## src/rtl/mc_stage_sequencer_if.sv

```systemverilog
// Control/status bundle for mc_stage_sequencer: run/step/memory handshake
// inputs and the stage, strobe, fault and retire-count outputs.
interface mc_stage_sequencer_if #(
    parameter int NUM_STAGES = 5,
    parameter int STAGE_W    = 3,
    parameter int CNT_W      = 16
);
    logic                  Run;
    logic                  Step_Mode;
    logic                  Step_Pulse;
    logic                  Mem_Access;
    logic                  MEM_MFC;
    logic                  MEM_ERROR;
    logic                  Clear_Fault;
    logic [STAGE_W-1:0]    Stage;
    logic [NUM_STAGES-1:0] Stage_OneHot;
    logic                  Mem_Request;
    logic                  Stage_Advance;
    logic                  Instr_Done;
    logic                  Fault;
    logic [1:0]            Fault_Code;
    logic [CNT_W-1:0]      Instr_Count;

    modport master (
        output Run, Step_Mode, Step_Pulse, Mem_Access, MEM_MFC, MEM_ERROR, Clear_Fault,
        input  Stage, Stage_OneHot, Mem_Request, Stage_Advance, Instr_Done,
               Fault, Fault_Code, Instr_Count
    );

    modport slave (
        input  Run, Step_Mode, Step_Pulse, Mem_Access, MEM_MFC, MEM_ERROR, Clear_Fault,
        output Stage, Stage_OneHot, Mem_Request, Stage_Advance, Instr_Done,
               Fault, Fault_Code, Instr_Count
    );
endinterface

```

## src/rtl/mc_stage_sequencer.sv

```systemverilog
// Parametrised multicycle stage sequencer: memory-stage stalls on MFC, sticky
// fault on memory error or timeout, single-step debug and retired-instruction count.
module mc_stage_sequencer #(
    parameter int NUM_STAGES     = 5,
    parameter int STAGE_W        = 3,
    parameter int FETCH_STAGE    = 1,
    parameter int MEM_STAGE      = 4,
    parameter int TIMEOUT_CYCLES = 16,
    parameter int CNT_W          = 16
) (
    input  logic                Clock,
    input  logic                Reset_n,
    mc_stage_sequencer_if.slave bus
);
    localparam int WAIT_W = $clog2(TIMEOUT_CYCLES);

    localparam logic [STAGE_W-1:0]    FIRST_S   = STAGE_W'(1);
    localparam logic [STAGE_W-1:0]    LAST_S    = STAGE_W'(NUM_STAGES);
    localparam logic [STAGE_W-1:0]    FETCH_S   = STAGE_W'(FETCH_STAGE);
    localparam logic [STAGE_W-1:0]    MEMST_S   = STAGE_W'(MEM_STAGE);
    localparam logic [WAIT_W-1:0]     LAST_WAIT = WAIT_W'(TIMEOUT_CYCLES - 1);
    localparam logic [NUM_STAGES-1:0] OH_FIRST  = NUM_STAGES'(1);

    typedef enum logic [0:0] {
        ST_RUN   = 1'b0,
        ST_FAULT = 1'b1
    } state_t;

    state_t                state_r, state_n;
    logic [STAGE_W-1:0]    stage_r, stage_n;
    logic [NUM_STAGES-1:0] onehot_r, onehot_n;
    logic [1:0]            fault_code_r, fault_code_n;
    logic [CNT_W-1:0]      count_r, count_n;
    logic [WAIT_W-1:0]     wait_cnt_r, wait_cnt_n;
    logic                  mfc_seen_r, mfc_seen_n;

    logic running_s;
    logic mem_stage_s;
    logic mem_req_s;
    logic err_s;
    logic timeout_s;
    logic ready_s;
    logic adv_s;
    logic done_s;

    // Strobe decode; a memory error suppresses the advance even when MFC is present.
    always_comb begin
        running_s   = (state_r == ST_RUN) && bus.Run;
        mem_stage_s = (stage_r == FETCH_S) || ((stage_r == MEMST_S) && bus.Mem_Access);
        mem_req_s   = running_s && mem_stage_s;
        err_s       = mem_req_s && bus.MEM_ERROR;
        timeout_s   = mem_req_s && !bus.MEM_MFC && !mfc_seen_r && (wait_cnt_r == LAST_WAIT);
        ready_s     = !mem_stage_s || mfc_seen_r || (mem_req_s && bus.MEM_MFC);
        adv_s       = running_s && ready_s && (!bus.Step_Mode || bus.Step_Pulse) && !err_s;
        done_s      = adv_s && (stage_r == LAST_S);
    end

    // Next-state and datapath update for the RUN/FAULT machine.
    always_comb begin
        state_n      = state_r;
        stage_n      = stage_r;
        onehot_n     = onehot_r;
        fault_code_n = fault_code_r;
        count_n      = count_r;
        wait_cnt_n   = wait_cnt_r;
        mfc_seen_n   = mfc_seen_r;
        case (state_r)
            ST_RUN: begin
                if (err_s) begin
                    state_n      = ST_FAULT;
                    fault_code_n = 2'b01;
                end else if (timeout_s) begin
                    state_n      = ST_FAULT;
                    fault_code_n = 2'b10;
                end else if (adv_s) begin
                    stage_n    = (stage_r == LAST_S) ? FIRST_S : stage_r + STAGE_W'(1);
                    onehot_n   = {onehot_r[NUM_STAGES-2:0], onehot_r[NUM_STAGES-1]};
                    wait_cnt_n = {WAIT_W{1'b0}};
                    mfc_seen_n = 1'b0;
                    if (done_s) begin
                        count_n = count_r + CNT_W'(1);
                    end else begin
                        count_n = count_r;
                    end
                end else begin
                    // Latch a short MFC pulse so the stage can still complete later.
                    if (mem_req_s && bus.MEM_MFC) begin
                        mfc_seen_n = 1'b1;
                    end else begin
                        mfc_seen_n = mfc_seen_r;
                    end
                    if (mem_req_s && !bus.MEM_MFC && !mfc_seen_r) begin
                        wait_cnt_n = wait_cnt_r + WAIT_W'(1);
                    end else begin
                        wait_cnt_n = wait_cnt_r;
                    end
                end
            end
            ST_FAULT: begin
                if (bus.Clear_Fault) begin
                    state_n      = ST_RUN;
                    stage_n      = FIRST_S;
                    onehot_n     = OH_FIRST;
                    fault_code_n = 2'b00;
                    wait_cnt_n   = {WAIT_W{1'b0}};
                    mfc_seen_n   = 1'b0;
                end else begin
                    state_n = ST_FAULT;
                end
            end
            default: begin
                state_n      = ST_RUN;
                stage_n      = FIRST_S;
                onehot_n     = OH_FIRST;
                fault_code_n = 2'b00;
                wait_cnt_n   = {WAIT_W{1'b0}};
                mfc_seen_n   = 1'b0;
            end
        endcase
    end

    // State and datapath registers.
    always_ff @(posedge Clock or negedge Reset_n) begin
        if (!Reset_n) begin
            state_r      <= ST_RUN;
            stage_r      <= FIRST_S;
            onehot_r     <= OH_FIRST;
            fault_code_r <= 2'b00;
            count_r      <= {CNT_W{1'b0}};
            wait_cnt_r   <= {WAIT_W{1'b0}};
            mfc_seen_r   <= 1'b0;
        end else begin
            state_r      <= state_n;
            stage_r      <= stage_n;
            onehot_r     <= onehot_n;
            fault_code_r <= fault_code_n;
            count_r      <= count_n;
            wait_cnt_r   <= wait_cnt_n;
            mfc_seen_r   <= mfc_seen_n;
        end
    end

    // Mem_Request and Stage_Advance stay combinational so datapath enables capture on the same edge.
    assign bus.Stage         = stage_r;
    assign bus.Stage_OneHot  = onehot_r;
    assign bus.Mem_Request   = mem_req_s;
    assign bus.Stage_Advance = adv_s;
    assign bus.Instr_Done    = done_s;
    assign bus.Fault         = (state_r == ST_FAULT);
    assign bus.Fault_Code    = fault_code_r;
    assign bus.Instr_Count   = count_r;
endmodule

```

## src/flat_wrapper.sv

```systemverilog
// flat-port wrapper written by rule: the top's interface ports become plain ports
module mc_stage_sequencer_flat 
#(
    parameter int NUM_STAGES     = 5,
    parameter int STAGE_W        = 3,
    parameter int FETCH_STAGE    = 1,
    parameter int MEM_STAGE      = 4,
    parameter int TIMEOUT_CYCLES = 16,
    parameter int CNT_W          = 16
)
  (Clock, Reset_n, bus_Run, bus_Step_Mode, bus_Step_Pulse, bus_Mem_Access, bus_MEM_MFC, bus_MEM_ERROR, bus_Clear_Fault, bus_Stage, bus_Stage_OneHot, bus_Mem_Request, bus_Stage_Advance, bus_Instr_Done, bus_Fault, bus_Fault_Code, bus_Instr_Count);
  mc_stage_sequencer_if #(.NUM_STAGES(NUM_STAGES), .STAGE_W(STAGE_W), .CNT_W(CNT_W)) bus_i ();
  input  logic Clock;
  input  logic Reset_n;
  input wire logic [$bits(bus_i.Run)-1:0] bus_Run;
  input wire logic [$bits(bus_i.Step_Mode)-1:0] bus_Step_Mode;
  input wire logic [$bits(bus_i.Step_Pulse)-1:0] bus_Step_Pulse;
  input wire logic [$bits(bus_i.Mem_Access)-1:0] bus_Mem_Access;
  input wire logic [$bits(bus_i.MEM_MFC)-1:0] bus_MEM_MFC;
  input wire logic [$bits(bus_i.MEM_ERROR)-1:0] bus_MEM_ERROR;
  input wire logic [$bits(bus_i.Clear_Fault)-1:0] bus_Clear_Fault;
  output wire logic [$bits(bus_i.Stage)-1:0] bus_Stage;
  output wire logic [$bits(bus_i.Stage_OneHot)-1:0] bus_Stage_OneHot;
  output wire logic [$bits(bus_i.Mem_Request)-1:0] bus_Mem_Request;
  output wire logic [$bits(bus_i.Stage_Advance)-1:0] bus_Stage_Advance;
  output wire logic [$bits(bus_i.Instr_Done)-1:0] bus_Instr_Done;
  output wire logic [$bits(bus_i.Fault)-1:0] bus_Fault;
  output wire logic [$bits(bus_i.Fault_Code)-1:0] bus_Fault_Code;
  output wire logic [$bits(bus_i.Instr_Count)-1:0] bus_Instr_Count;
  assign bus_i.Run = bus_Run;
  assign bus_i.Step_Mode = bus_Step_Mode;
  assign bus_i.Step_Pulse = bus_Step_Pulse;
  assign bus_i.Mem_Access = bus_Mem_Access;
  assign bus_i.MEM_MFC = bus_MEM_MFC;
  assign bus_i.MEM_ERROR = bus_MEM_ERROR;
  assign bus_i.Clear_Fault = bus_Clear_Fault;
  assign bus_Stage = bus_i.Stage;
  assign bus_Stage_OneHot = bus_i.Stage_OneHot;
  assign bus_Mem_Request = bus_i.Mem_Request;
  assign bus_Stage_Advance = bus_i.Stage_Advance;
  assign bus_Instr_Done = bus_i.Instr_Done;
  assign bus_Fault = bus_i.Fault;
  assign bus_Fault_Code = bus_i.Fault_Code;
  assign bus_Instr_Count = bus_i.Instr_Count;
  mc_stage_sequencer #(.NUM_STAGES(NUM_STAGES), .STAGE_W(STAGE_W), .FETCH_STAGE(FETCH_STAGE), .MEM_STAGE(MEM_STAGE), .TIMEOUT_CYCLES(TIMEOUT_CYCLES), .CNT_W(CNT_W)) u_core (.Clock(Clock), .Reset_n(Reset_n), .bus(bus_i));
endmodule
```

## config.mk

```make
export PLATFORM = sky130hd
export DESIGN_NAME = mc_stage_sequencer_flat
export DESIGN_NICKNAME = d
export VERILOG_FILES = /design/src/rtl/mc_stage_sequencer_if.sv /design/src/rtl/mc_stage_sequencer.sv /design/src/flat_wrapper.sv
export SDC_FILE = /design/constraint.sdc
export NUM_CORES = 1
export LEC_CHECK = 0
export CAP_MARGIN = 20
export CORE_UTILIZATION = 45
export CTS_BUF_LIST = sky130_fd_sc_hd__clkbuf_4
export CTS_CLUSTER_SIZE = 16
export DETAILED_ROUTE_END_ITERATION = 8
export HOLD_SLACK_MARGIN = 0.08
export PLACE_DENSITY = 0.75
export SYNTH_ARGS = -nofsm -noshare
export SYNTH_HDL_FRONTEND = slang
export SYNTH_SLANG_ARGS = --single-unit
```

## constraint.sdc

```tcl
create_clock -name Clock -period 4.7 [get_ports Clock]
set_clock_uncertainty 0.05 [all_clocks]
set_input_delay 1.175 -clock Clock [delete_from_list [all_inputs] [get_ports Clock]]
set_output_delay 1.175 -clock Clock [all_outputs]
set_load 0.02 [all_outputs]
```

==> results of run 1 <==
## through the flow
step	cells	power (mW)
finish	236	1.04
global route	236	1.11
CTS	236	1.05
detailed placement	228	0.842
global placement	227	0.833
floorplan	144	0.678
## metal layers
| layer | vias up | GRT usage |
|---|---|---|
| met3 | 9 | 0.0405 |
| met4 | 0 | 0.120 |
| li1 | 611 | - |
| met5 | - | 0 |
| met2 | 41 | 0.331 |
| met1 | 627 | 0.248 |
## flip-flops by register name, indices dropped and copies added, names as in the netlist
| signal | flops |
|---|---|
| u_core.bus.Fault | 1 |
| u_core.bus.Fault_Code | 2 |
| u_core.bus.Instr_Count | 16 |
| u_core.bus.Stage | 3 |
| u_core.bus.Stage_OneHot | 5 |
| u_core.mfc_seen_r | 1 |
| u_core.wait_cnt_r | 4 |
## worst paths after layout
kind	from	endpoint	slack (ns)	cells after the start
min in group asynchronous	Reset_n	u_core.wait_cnt_r[1]	1.16	1
worst min register to register	u_core.bus.Instr_Count[15]	u_core.bus.Instr_Count[15]	0.42	1
worst max-delay path	bus_Run	bus_Stage_Advance	0.42	6
worst min-delay path	u_core.bus.Instr_Count[15]	u_core.bus.Instr_Count[15]	0.42	1
max in group asynchronous	Reset_n	u_core.bus.Instr_Count[7]	2.76	3
worst max register to register	u_core.bus.Stage[1]	u_core.mfc_seen_r	2.61	5
## kinds of logic after synthesis
logic type	Yosys count	share of synthesized area
simple gates	58	0.192
flops	32	0.514
compound gates	27	0.152
xor+xnor	15	0.0840
buf+inv	8	0.0288
mux	2	0.0136
fa+ha+maj	2	0.0160
## cell usage in the layout (no fill, tap or decap), drive strengths merged, types with 5 or more instances in the layout
cell type and instances:
inv 5, a221o 5, nor2 9, xnor2 11, nand3 10, clkbuf 5
clkdlybuf4s50 38, dfrtp 30, and3 10, nand2 11
## power by group through the flow
stage	Sequential, mW	Clock (mW)	Combinational (mW)
floorplan	0.462	0	0.216
global placement	0.422	0	0.411
detailed placement	0.424	0	0.417
CTS	0.420	0.213	0.418
global route	0.433	0.223	0.454
finish	0.421	0.206	0.417
## critical path, stage by stage
cell	delay (ns)
clkdlybuf4s50_1	0.48
nand2b_1	0.17
a21oi_1	0.31
o31ai_4	0.18
inv_4	0.13
clkdlybuf4s50_1	0.61
## layout make-up
class	count	area, um^2
clock buffers	5	37.5
clock inverters	3	37.5
fillers	293	1250
inverters	5	21.3
multi-input cells	104	716
flip-flops and latches	32	803
well taps	46	57.6
repair buffers	41	410
==> reports/qor.txt, run 1 <==
Worst skew pair latency: 0.34 ns
Max Used Layer: met4
Setup Viol. Count Final: 0
IO buf count: 38
Top cells by count, synth: 30 x dfrtp_1, 11 x nand2_1, 11 x xnor2_1
Relative slew slack: 0.588
Post-synth net total: 155
Crit. End Element: output port
Sink Count: 32
Max Buffers Root-to-Sink: 2
Drt via density: 5.46
Final worst slack: 0.420 ns
WS Path Type: input pin to output port
Starting Density: 0.469
Post-route minimum period: 4.28 ns
Worst IR drop on VDD: 276 uV
Ys Warns: 0
Slew Limit Fails: 0
Die ar.: 0.00372 mm^2
Top FF cell, synth: dfrtp_1
Die X: 61.0 um
Inserted Diodes: 0
Grt ovf: 0
First-pass GRT wire length: 5.38 mm
Final period utilization: 0.911
Register area share after synthesis: 0.514
Switch Pwr: 0.389 mW
Flop pwr share: 0.403
Pre-Repair DR Iteration Count: 4
Met3 WL: 156 um
Combinational share of power: 0.399
Leakage: 0.918 nW
Startpoint types: input pin
Clock power frac: 0.197
Total GRT Usage: 0.202
Count leader, synth: dfrtp_1
Slew @ Worst Pin: 0.616 ns
Synth async-reset ratio: 1.00
Cts repair resizes: 0
Cell Area, Synth: 0.00156 mm^2
Largest net degree at the start of global routing: 15
Final Hold Vio Count: 0
Htree depth: 2
Synth top area cells: dfrtp_1 48%, xnor2_1 6.2%, and3_1 4.0%, dfstp_2 3.4%, a221o_1 3.2%
Post-Synthesis Cells: 144
Yosys cell types: 42
Post-synth top area cell: dfrtp_1
Placer Congestion: 0.873
CP max FO: 9
Final WL: 3.21 mm
Clk slew on worst S/H paths: 0.10 ns
Crit path required time: 3.47 ns
Drt drc: 0
Setup_tns: 0 ns
Synth top area share: 0.480
Area delta synth->final: 33.2%
Hold buffer count at CTS: 0
Area after DPL: 0.00201 mm^2
Status: finished clean
Avg Inst Size Synth: 10.9 um^2
Pwr Density: 501 mW/mm^2
Root buf cell: clkbuf_4
Fmax: 0.234 GHz
Hold WC Path Type: register to register
Final Cell Area: 0.00208 mm^2
Yosys reg bits: 32
Routed wire per std cell: 13.6 um
Vias post-DR: 1288
Dpl hpwl: 2.45 mm
# Post-CTS Setup Buffers: 0
Met2 wire length: 1.49 mm
DP Worst Slack: 0.434 ns
RSZ-0062 raised after global routing: false
Sw Share: 0.373
Die height: 61.0 um
DR iter-0 viols: 79
Final nets: 200
# rows: 21
Max-Cap Viols: 0
WHS: 0.425 ns
Ratio of cells with drive above 1 in the final layout: 0.105
Int Pwr: 0.654 mW
Core area: 0.00334 mm^2
Fin util: 0.624
Vias in the first global route: 1247
CTS buffer count: 5
Post-route ant nets: 0
CTS tree: built
M1 WL: 1.49 mm
Ports: 39
Arrival time worst endpoint: 3.05 ns
Initial antenna violation count: 0
Post-synth EDFFs: 0
(Power assumes the default switching activity.)
==> run 2: changes to the inputs <==
- ABC_AREA: default -> 1
- PLACE_DENSITY: 0.75 -> 0.73
==> run 2 against run 1 <==
Effect of this change:
- hold slack improved by 0.0076 ns
- sequential cell count stayed put
- sequential share of layout area down 4.4 points
- first-iteration DRC count is 77% higher
- total power rose by 20%
- maximum frequency up 1.1%
- utilization decreased by 0.54 points
- via count rose by 29%
- combinational power grew 43%
- non-clock buffer count shrank 1
- die area up 18%
- critical path type unchanged
==> reports/qor.txt, run 2 <==
Slew Limit Fails: 0 (unchanged)
Worst skew pair latency: 0.34 ns (about the same)
Area delta synth->final: 26.8%
Vias in the first global route: 1558 (+25%)
Post-synth top area cell: dfrtp_1
Count leader, synth: nand2_1
Synth top area cells: dfrtp_1 40%, nand2_1 16%, inv_1 5.7%, xor2_1 3.8%, o21ai_1 3.5%
Buffers plus inverters on the worst setup path: 3 (unchanged)
Leakage: 1.15 nW (+25%)
Most frequent cells in the layout: 80 x nand2_1, 38 x clkdlybuf4s50_1, 30 x dfrtp_1
Die height: 66.2 um (+8.6%)
Final period utilization: 0.901 (-0.00982)
Ratio of cells with drive above 1 in the final layout: 0.106 (+0.000371)
Root buf cell: clkbuf_4
Hold buffer count at CTS: 0 (unchanged)
CP delay by family, top: buffers and inverters
Sink Count: 32 (unchanged)
R2R Setup Slk: 2.56 ns (-0.05 ns)
Fmax: 0.236 GHz (+1.1%)
CP max FO: 3 (-6)
Crit. End Element: output port
Pre-Repair DR Iteration Count: 4 (unchanged)
# rows: 22 (+4.8%)
Arrival time worst endpoint: 3.01 ns (-0.04 ns)
Htree depth: 2 (unchanged)
First-pass GRT wire length: 6.71 mm (+25%)
Register area share after synthesis: 0.433 (-0.0804)
Post-synth net total: 251 (+62%)
Routed wire per std cell: 11.8 um (-13%)
Crit path largest cell delay: 0.60 ns (about the same)
Status: finished clean
Setup_tns: 0 ns (unchanged)
Die X: 66.2 um (+8.6%)
Worst IR drop on VDD: 274 uV (-0.85%)
Total GRT Usage: 0.204 (+0.00131)
Startpoint types: input pin
Ports: 39 (unchanged)
Largest net degree at the start of global routing: 33 (+18)
Crit-path cells: clkdlybuf4s50_1, inv_1, nor2_1, nand4_2, nand2_2, nand2_4, nor2_8, clkdlybuf4s50_1
Inserted Diodes: 0 (unchanged)
CTS buffer count: 5 (unchanged)
Final Hold Vio Count: 0 (unchanged)
Pwr Total: 1.25 mW (+20%)
# Post-CTS Setup Buffers: 0 (unchanged)
Final WL: 3.91 mm (+22%)
Starting Density: 0.488 (+0.0195)
Synth async-reset ratio: 1.00 (unchanged)
Post-route minimum period: 4.23 ns (-0.0462 ns)
WS Path Type: input pin to output port
Drt via density: 5.00 (-8.3%)
Cts repair resizes: 0 (unchanged)
Relative slew slack: 0.595 (+0.00626)
Grt ovf: 0 (unchanged)
Max Buffers Root-to-Sink: 2 (unchanged)
Slew @ Worst Pin: 0.603 ns (-0.0130 ns)
Crit path required time: 3.47 ns (about the same)
Yosys cell types: 27 (-36%)
DR iter-0 viols: 140 (+77%)
Final nets: 294 (+47%)
Top cells by count, synth: 80 x nand2_1, 30 x dfrtp_1, 28 x inv_1
Ys Warns: 0 (unchanged)
Hold WC Path Type: register to register
Yosys reg bits: 32 (unchanged)
Placer Congestion: 0.899 (+2.9%)
Top FF cell, synth: dfrtp_1
RSZ-0062 raised after global routing: false
Setup Viol. Count Final: 0 (unchanged)
Cell Area, Synth: 0.00185 mm^2 (+19%)
CP max-delay cell: clkdlybuf4s50_1
Clk slew on worst S/H paths: 0.10 ns (about the same)
Drt drc: 0 (unchanged)
Core area: 0.00380 mm^2 (+14%)
Post-route ant nets: 0 (unchanged)
CTS tree: built
Post-Synthesis Cells: 240 (+67%)
IO buf count: 38 (unchanged)
Max FFs per register: 16 (unchanged)
Dpl hpwl: 2.87 mm (+17%)
Vias post-DR: 1661 (+29%)
Most common library cell in the layout ignoring fill and taps: nand2_1
Avg Inst Size Synth: 7.73 um^2 (-29%)
Die ar.: 0.00438 mm^2 (+18%)
Max-Cap Viols: 0 (unchanged)
Synth top area share: 0.405 (-0.0751)
Post-synth EDFFs: 0 (unchanged)
Pwr Density: 531 mW/mm^2 (+6.0%)
Initial antenna violation count: 0 (unchanged)
Crit path top cell by count: clkdlybuf4s50_1
## run 2: layer usage
layer  global-route usage  share of wire
met5                    0              0
met4               0.0771          0.018
met3               0.0517          0.054
met2                0.327           0.47
met1                0.263           0.46
## run 2: path summary, 6_finish.rpt
check,startpoint,to,cells after the start
worst min register to register,u_core.wait_cnt_r[3],u_core.wait_cnt_r[3],2
worst max-delay path,bus_Run,bus_Instr_Done,8
worst max register to register,u_core.bus.Fault,u_core.wait_cnt_r[2],10
max in group asynchronous,Reset_n,u_core.bus.Stage_OneHot[0],2
min in group asynchronous,Reset_n,u_core.bus.Fault_Code[1],2
worst min-delay path,u_core.wait_cnt_r[3],u_core.wait_cnt_r[3],2
## run 2: report_power, final
| group | internal [mW] | switching (mW) | total, mW | leakage, nW |
|---|---|---|---|---|
| Clock | 0.111 | 0.101 | 0.212 | 0.0412 |
| Combinational | 0.245 | 0.350 | 0.595 | 0.692 |
| Sequential | 0.356 | 0.0854 | 0.442 | 0.412 |
## run 2: cells by family after synthesis
| family | after synthesis | share of synthesized area |
|---|---|---|
| flops | 32 | 0.433 |
| buf+inv | 36 | 0.0857 |
| fa+ha+maj | 2 | 0.0135 |
| xor+xnor | 8 | 0.0378 |
| simple gates | 140 | 0.362 |
| compound gates | 22 | 0.0675 |
## run 2: area by class of cell
| type | count | area [um^2] |
|---|---|---|
| fill | 354 | 1450 |
| multi-input combinational | 172 | 892 |
| sequential | 32 | 803 |
| timing repair buffer | 40 | 395 |
| inverter | 32 | 120 |
| tap | 48 | 60.1 |
| clock inverter | 3 | 42.5 |
| clock buffer | 5 | 37.5 |
## run 2: tightest hold or removal path, stage by stage, from the launching register on
cell and delay (ns):
dfrtp_1 0.36, nand2_1 0.05, nand2_1 0.05
## run 2: per-stage QoR
step,setup slack (ns),hold WS (ns),cell area (um^2),std cells,util
4_1_cts,0.459,0.437,2350,332,0.619
6_report,0.467,0.432,2350,332,0.619
3_3_place_gp,0.497,0.405,2270,324,0.598
3_5_place_dp,0.457,0.412,2270,324,0.598
5_1_grt,0.316,0.459,2350,332,0.619
2_1_floorplan,1.42,0.392,1850,240,-
==> run 3: changes to the inputs <==
- RECOVER_POWER: default -> 50
==> run 3 against run 2 <==
Effect of this change:
- the run now ends with max-capacitance violations, max-slew violations left
- sequential power hardly changed
- sequential cell count unchanged
- via count increased by 0.84%
- total power down 1.8%
- non-clock buffer count stayed put
- hold slack barely moved
- critical path depth rose by 1
- largest cell class unchanged
==> reports/qor.txt, run 3 (synthesis gave the netlist of run 2 again) <==
Pwr Total: 1.23 mW (-1.8%)
Leakage: 1.16 nW (+0.99%)
Int Pwr: 0.696 mW (-2.3%)
Final nets: 294 (unchanged)
Worst skew pair latency: 0.34 ns (about the same)
Switch Pwr: 0.531 mW (-0.99%)
Grt ovf: 0 (unchanged)
Arrival time worst endpoint: 3.12 ns (+0.11 ns)
# rows: 22 (unchanged)
Final period utilization: 0.925 (+0.0239)
Post-route minimum period: 4.35 ns (+0.112 ns)
Hold buffer count at CTS: 0 (unchanged)
Startpoint types: input pin
Clk slew on worst S/H paths: 0.10 ns (about the same)
Worst-case reg-to-reg path depth: 10 (unchanged)
Most common library cell in the layout ignoring fill and taps: nand2_1
Root buf cell: clkbuf_4
Vias in the first global route: 1558 (unchanged)
Pre-Repair DR Iteration Count: 4 (unchanged)
Flop pwr share: 0.359 (+0.005)
Core area: 0.00380 mm^2 (unchanged)
Initial antenna violation count: 0 (unchanged)
Placer Congestion: 0.899 (unchanged)
Setup Viol. Count Final: 0 (unchanged)
Routed wire per std cell: 11.9 um (+0.82%)
Ports: 39 (unchanged)
Failing checks: max-capacitance violations, max-slew violations
Total GRT Usage: 0.204 (unchanged)
Largest net degree at the start of global routing: 33 (unchanged)
Most frequent cells in the layout: 81 x nand2_1, 30 x dfrtp_1, 28 x inv_1
Fillers: 358 (+1.1%)
Sw Share: 0.433 (+0.00334)
Final Hold Vio Count: 0 (unchanged)
Fmax: 0.230 GHz (-2.6%)
Max-Cap Viols: 1 (+1)
Max FFs per register: 16 (unchanged)
Crit path required time: 3.47 ns (about the same)
Final Cell Area: 0.00233 mm^2 (-0.90%)
FF/Latch Area: 803 um^2 (unchanged)
Vias post-DR: 1675 (+0.84%)
Setup_tns: 0 ns (unchanged)
Sink Count: 32 (unchanged)
Starting Density: 0.488 (unchanged)
Clock power frac: 0.174 (+0.004)
CTS buffer count: 5 (unchanged)
Die height: 66.2 um (unchanged)
# Post-CTS Setup Buffers: 0 (unchanged)
Post-route ant nets: 0 (unchanged)
First-pass GRT wire length: 6.71 mm (unchanged)
Area delta synth->final: 25.6%
Crit. End Element: output port
Dpl hpwl: 2.87 mm (unchanged)
Slew @ Worst Pin: 1.73 ns (+1.13 ns)
Slew Limit Fails: 33 (+33)
Fin cells: 332 (unchanged)
Combinational share of power: 0.468 (-0.009)
Area occupied by multi-input gates: 875 um^2 (-2.0%)
Pwr Density: 527 mW/mm^2 (-0.86%)
Worst hold stages: 2 (unchanged)
Relative slew slack: -0.153 (-0.748)
Area after DPL: 0.00227 mm^2 (unchanged)
IO buf count: 38 (unchanged)
Ratio of cells with drive above 1 in the final layout: 0.0951 (-0.0106)
Die X: 66.2 um (unchanged)
Status: complete, but fails checks
Cts repair resizes: 0 (unchanged)
WS Path Type: input pin to output port
CP max FO: 6 (+3)
Hold WC Path Type: register to register
Drt drc: 0 (unchanged)
Htree depth: 2 (unchanged)
Max Buffers Root-to-Sink: 2 (unchanged)
Worst IR drop on VDD: 266 uV (-2.8%)
# placed instances: 324 (unchanged)
RSZ-0062 raised after global routing: false
CTS tree: built
Inserted Diodes: 0 (unchanged)
Final WL: 3.95 mm (+0.82%)
DR iter-0 viols: 123 (-12%)
Drt via density: 5.05 (+0.84%)
Die ar.: 0.00438 mm^2 (unchanged)
Fin util: 0.613 (-0.00560)
==> run 3: cell count changes in the layout (fill, tap and decap cells not counted), sizes merged <==
cell / delta
clkdlybuf4s50: -14
dlygate4sd3: +14
clkbuf: +1
buf: -1
==> run 3: stage by stage <==
stage | worst slack [ns] | hold WS [ns]
2_1_floorplan | 1.42 | 0.392
3_3_place_gp | 0.497 | 0.405
3_5_place_dp | 0.457 | 0.412
4_1_cts | 0.459 | 0.437
5_1_grt | 0.201 | 0.459
6_report | 0.354 | 0.432
==> run 3: layout make-up <==
| type | instances | share of cell area |
|---|---|---|
| multi-input combinational | 172 | 0.375 |
| sequential | 32 | 0.345 |
| timing repair buffer | 40 | 0.168 |
| inverter | 32 | 0.0516 |
| tap | 48 | 0.0258 |
| clock inverter | 3 | 0.0183 |
| clock buffer | 5 | 0.0161 |
==> run 3: routing by layer <==
metal / vias up / global-route usage / routed length (um)
met5: - / 0 / 0
met4: 0 / 0.0771 / 72
met3: 8 / 0.0517 / 172
met2: 33 / 0.327 / 1860
met1: 787 / 0.263 / 1840
li1: 847 / - / -
==> run 3: worst paths after layout <==
kind                       slack [ns]                  from                         end
max                              0.35               bus_Run              bus_Instr_Done
min                              0.43  u_core.wait_cnt_r[3]        u_core.wait_cnt_r[3]
min in group asynchronous        1.76               Reset_n    u_core.bus.Fault_Code[1]
max in group asynchronous        1.84               Reset_n  u_core.bus.Instr_Count[15]
min reg2reg                      0.43  u_core.wait_cnt_r[3]        u_core.wait_cnt_r[3]
max reg2reg                      2.55      u_core.bus.Fault        u_core.wait_cnt_r[2]
==> run 3: critical path, cell delays in order <==
cell and delay (ns):
dlygate4sd3_1 0.55, inv_1 0.04, nor2_1 0.15, nand4_1 0.27, nand2_1 0.20, inv_2 0.07
nand2_4 0.10, nor2_8 0.04, clkdlybuf4s50_1 0.53
==> run 3: power by group through the flow <==
| stage | Clock [mW] | Combinational [mW] | Sequential, mW |
|---|---|---|---|
| after CTS | 0.219 | 0.600 | 0.442 |
| after detailed placement | 0 | 0.597 | 0.447 |
| after global routing | 0.229 | 0.639 | 0.452 |
| final | 0.213 | 0.574 | 0.440 |
| after floorplan | 0 | 0.321 | 0.514 |
| after global placement | 0 | 0.587 | 0.445 |
